## src/rtl/cpu_pkg.sv

```systemverilog
// Shared CPU definitions: opcodes, control-unit states, ALU operations,
// datapath mux select codes and the opcode class bundle.
package cpu_pkg;

    typedef enum logic [3:0] {
        OP_NOP  = 4'h0, OP_ADD  = 4'h1, OP_SUB  = 4'h2, OP_AND  = 4'h3,
        OP_OR   = 4'h4, OP_XOR  = 4'h5, OP_ADDI = 4'h6, OP_LDI  = 4'h7,
        OP_LD   = 4'h8, OP_ST   = 4'h9, OP_BEQ  = 4'hA, OP_BNE  = 4'hB,
        OP_JMP  = 4'hC, OP_ILL0 = 4'hD, OP_ILL1 = 4'hE, OP_HLT  = 4'hF
    } opcode_t;

    typedef enum logic [2:0] {
        FETCH, DECODE, EXEC, MEM, WB, HALT
    } cu_state_t;

    typedef enum logic [3:0] {
        ALU_NONE = 4'd0, ALU_ADD = 4'd1, ALU_SUB = 4'd2,
        ALU_AND  = 4'd3, ALU_OR  = 4'd4, ALU_XOR = 4'd5
    } alu_op_t;

    // PC source
    localparam logic       PC_SEL_ADDER  = 1'b0;
    localparam logic       PC_SEL_ACC    = 1'b1;
    // PC adder increment
    localparam logic [1:0] ADDER_INC     = 2'd0;
    localparam logic [1:0] ADDER_SE4     = 2'd1;
    localparam logic [1:0] ADDER_SE8     = 2'd2;
    localparam logic [1:0] ADDER_SE12    = 2'd3;
    // second ALU operand source
    localparam logic       SRC_REGB      = 1'b0;
    localparam logic       SRC_SE4       = 1'b1;
    // register-file write data
    localparam logic [1:0] DATAW_ACC     = 2'd0;
    localparam logic [1:0] DATAW_MDR     = 2'd1;
    localparam logic [1:0] DATAW_SE8     = 2'd2;

    typedef struct packed {
        logic alu;
        logic ldi;
        logic mem;
        logic branch;
        logic jmp;
        logic nop;
        logic illegal;
        logic halt;
    } op_class_t;

    // ALU operation for an ALU-class opcode; ADDI reuses ADD with se4 operand
    function automatic alu_op_t alu_of(input opcode_t op);
        case (op)
            OP_ADD, OP_ADDI: alu_of = ALU_ADD;
            OP_SUB:          alu_of = ALU_SUB;
            OP_AND:          alu_of = ALU_AND;
            OP_OR:           alu_of = ALU_OR;
            OP_XOR:          alu_of = ALU_XOR;
            default:         alu_of = ALU_NONE;
        endcase
    endfunction

endpackage

```

## src/rtl/control_decoder.sv

```systemverilog
// Opcode class decoder: purely combinational opcode -> instruction class.
module control_decoder
    import cpu_pkg::*;
#(
    parameter int OPC_W = 4
) (
    input  logic [OPC_W-1:0] opcode,
    output op_class_t        cls
);

    opcode_t op;
    assign op = opcode_t'(opcode);

    // one-hot-ish class flags; halt covers both illegal opcodes and HLT
    always_comb begin
        cls = '0;
        case (op)
            OP_NOP:                                   cls.nop    = 1'b1;
            OP_ADD, OP_SUB, OP_AND, OP_OR, OP_XOR,
            OP_ADDI:                                  cls.alu    = 1'b1;
            OP_LDI:                                   cls.ldi    = 1'b1;
            OP_LD, OP_ST:                             cls.mem    = 1'b1;
            OP_BEQ, OP_BNE:                           cls.branch = 1'b1;
            OP_JMP:                                   cls.jmp    = 1'b1;
            OP_ILL0, OP_ILL1: begin
                cls.illegal = 1'b1;
                cls.halt    = 1'b1;
            end
            default:                                  cls.halt   = 1'b1;
        endcase
    end

endmodule

```

## src/rtl/control_unit.sv

```systemverilog
// Multi-cycle CPU control unit: FETCH/DECODE/EXEC/MEM/WB/HALT sequencer
// driving datapath write enables and mux selects.
// Optional feature: define CU_INSTRET_CNT_EN to add the 16-bit retired
// instruction counter output instret.
module control_unit
    import cpu_pkg::*;
#(
    parameter int DATA_W = 16,
    parameter int OPC_W  = 4
) (
    input  logic              clk,
    input  logic              rst_n,
    input  logic [DATA_W-1:0] instr,
    input  logic              flag_z,
    input  logic              mem_rdy,
    output logic              pc_we,
    output logic              ir_we,
    output logic              rf_we,
    output logic              ram_we,
    output logic              mar_we,
    output logic              mdr_we,
    output logic              acc_we,
    output logic              rega_we,
    output logic              regb_we,
    output logic              flags_we,
    output logic [3:0]        alu_op,
    output logic              mux_pc_sel,
    output logic [1:0]        mux_adder_sel,
    output logic              mux_reg2_sel,
    output logic              mux_alu_sel,
    output logic [1:0]        mux_dataw_sel,
    output logic              mem_req,
    output logic              halted,
    output logic              illegal
`ifdef CU_INSTRET_CNT_EN
    ,
    output logic [15:0]       instret
`endif
);

    cu_state_t state, state_nx;
    logic      ill_q;
    op_class_t cls;
    opcode_t   op;
    logic      unused_instr;

    assign op           = opcode_t'(instr[DATA_W-1 -: OPC_W]);
    assign unused_instr = ^instr[DATA_W-OPC_W-1:0];

    control_decoder #(.OPC_W(OPC_W)) u_dec (
        .opcode (instr[DATA_W-1 -: OPC_W]),
        .cls    (cls)
    );

    // state register plus the sticky "halted on an illegal opcode" bit
    always_ff @(posedge clk or negedge rst_n) begin
        if (!rst_n) begin
            state <= FETCH;
            ill_q <= 1'b0;
        end else begin
            state <= state_nx;
            if (state == DECODE) ill_q <= cls.illegal;
        end
    end

    // next state and datapath controls; everything held low during reset
    always_comb begin
        state_nx      = state;
        pc_we         = 1'b0;
        ir_we         = 1'b0;
        rf_we         = 1'b0;
        ram_we        = 1'b0;
        mar_we        = 1'b0;
        mdr_we        = 1'b0;
        acc_we        = 1'b0;
        rega_we       = 1'b0;
        regb_we       = 1'b0;
        flags_we      = 1'b0;
        alu_op        = ALU_NONE;
        mux_pc_sel    = PC_SEL_ADDER;
        mux_adder_sel = ADDER_INC;
        mux_reg2_sel  = SRC_REGB;
        mux_alu_sel   = SRC_REGB;
        mux_dataw_sel = DATAW_ACC;
        mem_req       = 1'b0;
        halted        = 1'b0;
        illegal       = 1'b0;
        if (rst_n) begin
            case (state)
                FETCH: begin
                    mem_req = 1'b1;
                    if (mem_rdy) begin
                        ir_we    = 1'b1;
                        pc_we    = 1'b1;
                        state_nx = DECODE;
                    end
                end
                DECODE: begin
                    rega_we  = 1'b1;
                    regb_we  = 1'b1;
                    state_nx = cls.halt ? HALT : EXEC;
                end
                EXEC: begin
                    state_nx = FETCH;
                    if (cls.alu) begin
                        acc_we   = 1'b1;
                        flags_we = 1'b1;
                        alu_op   = alu_of(op);
                        if (op == OP_ADDI) begin
                            mux_alu_sel  = SRC_SE4;
                            mux_reg2_sel = SRC_SE4;
                        end
                        state_nx = WB;
                    end else if (cls.ldi) begin
                        rf_we         = 1'b1;
                        mux_dataw_sel = DATAW_SE8;
                    end else if (cls.mem) begin
                        // effective address rs + se4 lands in both MAR and ACC
                        alu_op       = ALU_ADD;
                        mux_alu_sel  = SRC_SE4;
                        mux_reg2_sel = SRC_SE4;
                        mar_we       = 1'b1;
                        acc_we       = 1'b1;
                        state_nx     = MEM;
                    end else if (cls.branch) begin
                        if ((op == OP_BEQ) ? flag_z : !flag_z) begin
                            pc_we         = 1'b1;
                            mux_adder_sel = ADDER_SE8;
                        end
                    end else if (cls.jmp) begin
                        pc_we         = 1'b1;
                        mux_adder_sel = ADDER_SE12;
                    end else if (cls.nop) begin
                        state_nx = FETCH;
                    end
                end
                MEM: begin
                    mem_req = 1'b1;
                    if (mem_rdy) begin
                        if (op == OP_ST) begin
                            ram_we   = 1'b1;
                            state_nx = FETCH;
                        end else begin
                            mdr_we   = 1'b1;
                            state_nx = WB;
                        end
                    end
                end
                WB: begin
                    rf_we         = 1'b1;
                    mux_dataw_sel = (op == OP_LD) ? DATAW_MDR : DATAW_ACC;
                    state_nx      = FETCH;
                end
                HALT: begin
                    halted  = 1'b1;
                    illegal = ill_q;
                end
                default: state_nx = FETCH;
            endcase
        end
    end

`ifdef CU_INSTRET_CNT_EN
    // count retirements: any return to FETCH from a later stage
    always_ff @(posedge clk or negedge rst_n) begin
        if (!rst_n)
            instret <= '0;
        else if (state != FETCH && state_nx == FETCH)
            instret <= instret + 16'd1;
    end
`endif

endmodule

```

## config.mk

```make
export PLATFORM = sky130hd
export DESIGN_NAME = control_unit
export DESIGN_NICKNAME = d
export VERILOG_FILES = /design/src/rtl/cpu_pkg.sv /design/src/rtl/control_decoder.sv /design/src/rtl/control_unit.sv
export SDC_FILE = /design/constraint.sdc
export NUM_CORES = 1
export LEC_CHECK = 0
export CAP_MARGIN = 20
export CORE_AREA = 2 2 39 41
export DETAILED_ROUTE_END_ITERATION = 16
export DIE_AREA = 0 0 41 43
export DONT_BUFFER_PORTS = 1
export PLACE_DENSITY_LB_ADDON = 0.3
export SYNTH_ARGS = -nofsm -noshare
export SYNTH_HDL_FRONTEND = slang
export SYNTH_SLANG_ARGS = --single-unit
```

## constraint.sdc

```tcl
create_clock -name clk -period 1.53 [get_ports clk]
set_input_delay 0.2295 -clock clk [delete_from_list [all_inputs] [get_ports clk]]
set_output_delay 0.2295 -clock clk [all_outputs]
set_load 0.01 [all_outputs]
```

=== Word-level counts from Yosys, hierarchy flattened ===
Cells that the tools add are included.

* Register bits: 4
* Latch bits: 0
* RAM bits: 0
* Bits in read-only memories: 0
* Input port bits: 20
* Output and inout port bits: 24
* Memories: 0

* Add/subtract/negate cells: 0
* Multipliers: 0
* Div/mod/pow operators: 0
* Order comparisons: 0
* Equal/unequal tests: 21
* Shifts and indexed selects: 0
* Muxes and demuxes: 80
* Bitwise gates (word level): 1
* Reductions and logical operators: 11

{| class="wikitable"
|+ Operators by type and width
! operator !! number
|-
| $mux W1 || 54
|-
| $pmux W3 S5 || 2
|-
| $eq A4 B4 Y1 const B || 7
|-
| $mux W2 || 13
|-
| $eq A4 B3 Y1 const B || 4
|-
| $mux W3 || 5
|-
| $reduce_or A13 Y1 || 1
|-
| $mux W4 || 3
|-
| $reduce_or A2 Y1 || 5
|-
| $eq A4 B2 Y1 const B || 2
|-
| $eq A3 B2 Y1 const B || 2
|-
| $eq A3 B3 Y1 const B || 2
|-
| $reduce_or A6 Y1 || 1
|-
| $eq A4 B1 Y1 const B || 1
|-
| $logic_not A4 Y1 || 1
|-
| $ne A2 B2 Y1 const B || 2
|-
| $pmux W1 S2 || 2
|-
| $pmux W2 S2 || 1
|-
| $reduce_and A4 Y1 || 1
|-
| $eq A3 B1 Y1 const B || 1
|-
| $logic_not A3 Y1 || 1
|-
| $logic_not A1 Y1 || 1
|-
| $not A1 Y1 || 1
|}

=== Logic depth before layout (Yosys ltp) ===
Gate-level depths: netlist of the first run.

* Word-level depth: 9
* Mapped depth: 5
* Depth with buffers taken out: 4

=== By module ===
Synthesis of the first run repeated with hierarchy kept, for this count alone.

* Cell total of the unflattened synthesis: 96
* Area total of the unflattened synthesis: 720.7 um^2

{| class="wikitable"
|+ Modules (own cells, without submodules)
! module !! times used !! cells each !! area an instance (um^2)
|-
| control_unit || 1 || 82 || 630.6
|-
| control_decoder || 1 || 14 || 90.1
|}

=== Least setup slack after synthesis of the first run ===
Ideal clock, no wire load.

* Path type: reg2out
* Start: register state[2]
* End: output port rf_we
* Arrival: 1.331 ns
* Required time: 1.300 ns
* Setup slack: -0.031 ns
* Cell stages (with the launch flop): 5
* Cell sequence: dfrtp_1 > nor2b_2 > nand3_2 > or3_1 > o21bai_1

* Longest elaborated chain between the ends: 3

{| class="wikitable"
|+ Ends and longest elaborated chain
! element !! line !! text
|-
| start, declared || control_unit.sv:41 || <nowiki>cu_state_t state, state_nx;</nowiki>
|-
| start signal, assigned || control_unit.sv:61 || <nowiki>state <= state_nx;</nowiki>
|-
| $eq A3 B3 Y1 or $eq A3 B2 Y1 (tied branches) || control_unit.sv:89 || <nowiki>case (state)</nowiki>
|-
| $pmux W1 S2 * || control_unit.sv:89 ||
|-
| $mux W1 * || control_unit.sv:88 || <nowiki>if (rst_n) begin</nowiki>
|-
| end, declared || control_unit.sv:18 || <nowiki>output logic rf_we,</nowiki>
|}

Every way passes the cells marked *; elsewhere a longest branch is shown, timed or not.

=== Final worst setup path of the first run ===
Same ends and word-level chain as after synthesis.

==> flow_summary.yaml, run 1 <==
sta:
  finalSetupTns_ns: -0.473
  finalWorstSetupSlack_ns: -0.0974
  slew_viol_final: 0
  period_share: 1.06
  setup_viol: 7
  rsz0062_at_grt: "true"
  min_period_ns: 1.63
  fmaxAchievable_mhz: 614
  holdWs_ns: 0.230
  clock_skew_ns: 0.00368
  finalHoldViolations: 0
yosys:
  synth_top_area_cell: "dfrtp_1"
  ys_seq_area_frac: 0.171
  ys.flop_type: "dfrtp_1"
  postSynthAreaPerCell_um2: 6.57
  synth_seq_cells: 4
  netlist_instances: 89
  synth_commonest_cells: "13 x nor2_1, 7 x a21oi_1, 7 x nand2_1"
  postSynth.asyncResetShare: 1.00
  synth_edf_count: 0
  ys_types: 35
  yosys_warnings: 0
  yosysMostFrequentCell: "nor2_1"
  synth_top_area_share: 0.171
  synth_area_leaders: "dfrtp_1 17%, nor2_1 8.4%, a21oi_1 6.0%"
  synth_area_um2: 584
floorplan:
  core_area_um2: 1380
  floorplan.initialDensity: 0.422
  die_area_um2: 1760
  rows: 14
  io_pins: 44
  die_height_um: 43
  die_w_um: 41
clocking:
  clkTransAtPathRegs_ns: 0.04
  cts.htree.levels: 1
  clock_sinks: 4
  clockBufferDepth: 2
  cts_root_buf: "clkbuf_4"
  clk_latency_ns: 0.23
  cts_tree: "built"
  cts-buffers-inserted: 3
placement:
  numPortBuffers: 0
  dpl.hpwl_um: 1080
  dpl_cell_area_um2: 632
  gp_congestion: 0.774
power:
  p_per_area_nw_per_um2: 1320
  p_leak_nw: 0.345
  p_int_w: 0.000630
  netSwitchingFraction: 0.454
  combPwrFrac: 0.702
  clockPowerShare: 0.108
  power_frac_seq: 0.190
  p_sw_w: 0.000524
  peakVddDrop_mv: 1.03
final_layout:
  final_area_um2: 876
  n_antenna_cell: 0
  fillers: 119
  drive_gt1_frac: 0.525
  syn2layout_area_growth_pct: 49.9
  nets: 123
global_route:
  grt_max_degree: 15
  grt_use_met2: 0.275
  antenna_found_initial: 0
  grt_use_met1: 0.202
  grt_pass1_wl_um: 2080
  grt_use_total: 0.167
  grt_pass1_vias: 517
  grt_use_met3: 0.0366
  top_usage_layer: "met2"
  overflow: 0
hold_path:
  whs_endpoint: "state[2]"
  holdPathStages: 2
  min_from: "instr[12]"
  hold_path.class: "input pin to flop"
setup_path:
  r2r-end: "state[2]"
  cp.required_ns: 1.30
  path_max_fanout: 3
  rr_startpoint: "state[1]"
  worstSetupPathType: "flop to output pin"
  crit_arrival_ns: 1.40
  worst_setup_path_end_kind: "output pin"
  reg2reg_depth: 5
  critPathLaunchType: "flop"
  ff2ff_setup_slack_ns: 0.04
outcome:
  run_status: "finished, violations left"
  violations: "setup timing"
detailed_routing:
  dr.pass1.iters: 4
  vias: 688
  drt-initial-drc-count: 11
  wl_per_cell_um: 13.7
  antenna_left: 0
  totalWireLength_um: 1600
  viasPerCell: 5.88
  drc: 0
run:
  maxCapViolCount: 0
-- stage by stage --
| step | utilization | cells | total power [W] | worst slack [ns] |
|---|---|---|---|---|
| 3_3_place_gp | 0.457 | 107 | 0.000702 | 0.0590 |
| 3_5_place_dp | 0.457 | 107 | 0.000717 | 0.0253 |
| 2_1_floorplan | - | 90 | 0.000607 | -0.00548 |
| 4_1_cts | 0.546 | 114 | 0.000955 | -0.0958 |
| 6_report | 0.633 | 117 | 0.00115 | -0.0974 |
| 5_1_grt | 0.633 | 117 | 0.00123 | -0.159 |
-- placed cells by master, fill, tap and decap left out, types with 2 or more instances in the layout --
master     n
nor2_1     4
clkbuf_4   3
and3_1     2
nor3_1     3
o21ai_0    6
a21oi_1    6
dfrtp_2    2
nor2_4     3
dfrtp_1    2
nor2_2     6
conb_1     2
inv_1      3
o21bai_4   2
nand2_1    5
nor3_2     2
a211o_1    2
buf_4     17
nand2_2    2
nand4_1    2
-- power groups by stage --
| stage | Clock (W) | Sequential (W) | Combinational, W |
|---|---|---|---|
| 2_1_floorplan | 0 | 0.000199 | 0.000408 |
| 3_3_place_gp | 0 | 0.000232 | 0.000470 |
| 3_5_place_dp | 0 | 0.000238 | 0.000480 |
| 4_1_cts | 0.000131 | 0.000222 | 0.000602 |
| 5_1_grt | 0.000135 | 0.000222 | 0.000878 |
| 6_report | 0.000125 | 0.000219 | 0.000809 |
-- worst max path at each step --
stage | start | end
3_5_place_dp | state[1] | state[2]
5_1_grt | state[2] | mux_adder_sel[0]
3_3_place_gp | state[1] | state[2]
2_1_floorplan | state[2] | alu_op[2]
4_1_cts | state[2] | flags_we
6_report | state[2] | rf_we
-- kinds of logic (layout without fill, tap and decap cells) --
group,count (synthesis),after routing,synth area share
DFF,4,4,0.171
xor gates and xnor gates,2,2,0.0300
buffers and inverters,15,26,0.146
and+or+nand+nor,43,43,0.383
muxes,1,1,0.0193
AOI/OAI and AO/OA,23,23,0.244
other,1,2,0.00642
-- final cells by class --
| cell class | instances | area [µm²] | area share |
|---|---|---|---|
| sequential | 4 | 103 | 0.117 |
| timing repair buffer | 19 | 149 | 0.170 |
| inverter | 4 | 15.0 | 0.0171 |
| clock buffer | 3 | 22.5 | 0.0257 |
| tap | 16 | 20.0 | 0.0229 |
| multi-input combinational | 71 | 567 | 0.647 |
-- critical path, stage by stage, from the launching register on --
cell and delay [ns]:
dfrtp_1 0.38, nor2b_2 0.14, nand3_2 0.09, or3_4 0.37
o21bai_4 0.17
-- metal layers --
| layer | vias to the layer above | wire length, µm |
|---|---|---|
| met4 | 0 | 0 |
| met5 | - | 0 |
| met3 | 0 | 100 |
| li1 | 334 | - |
| met1 | 331 | 622 |
| met2 | 23 | 875 |
-- state kept, by name, summed over array words and instances, names as in the netlist --
signal / flops
state: 3
ill_q: 1
-- repair_timing --
item / CTS / global route
pin swaps: 2 / 7
gates cloned: 0 / 0
endpoints found under the setup margin: 11 / 22
hold endpoints to repair: 4 / 4
setup buffers: 4 / 2
gates resized for setup: 17 / 22
No activity file was read; power rests on OpenSTA's default activity.
==> inputs of run 2 (changes only) <==
- GPL_ROUTABILITY_DRIVEN: unset -> 0
==> results of run 2 <==
Same layout as run 1: the final DEF is identical, and so are final timing and power.
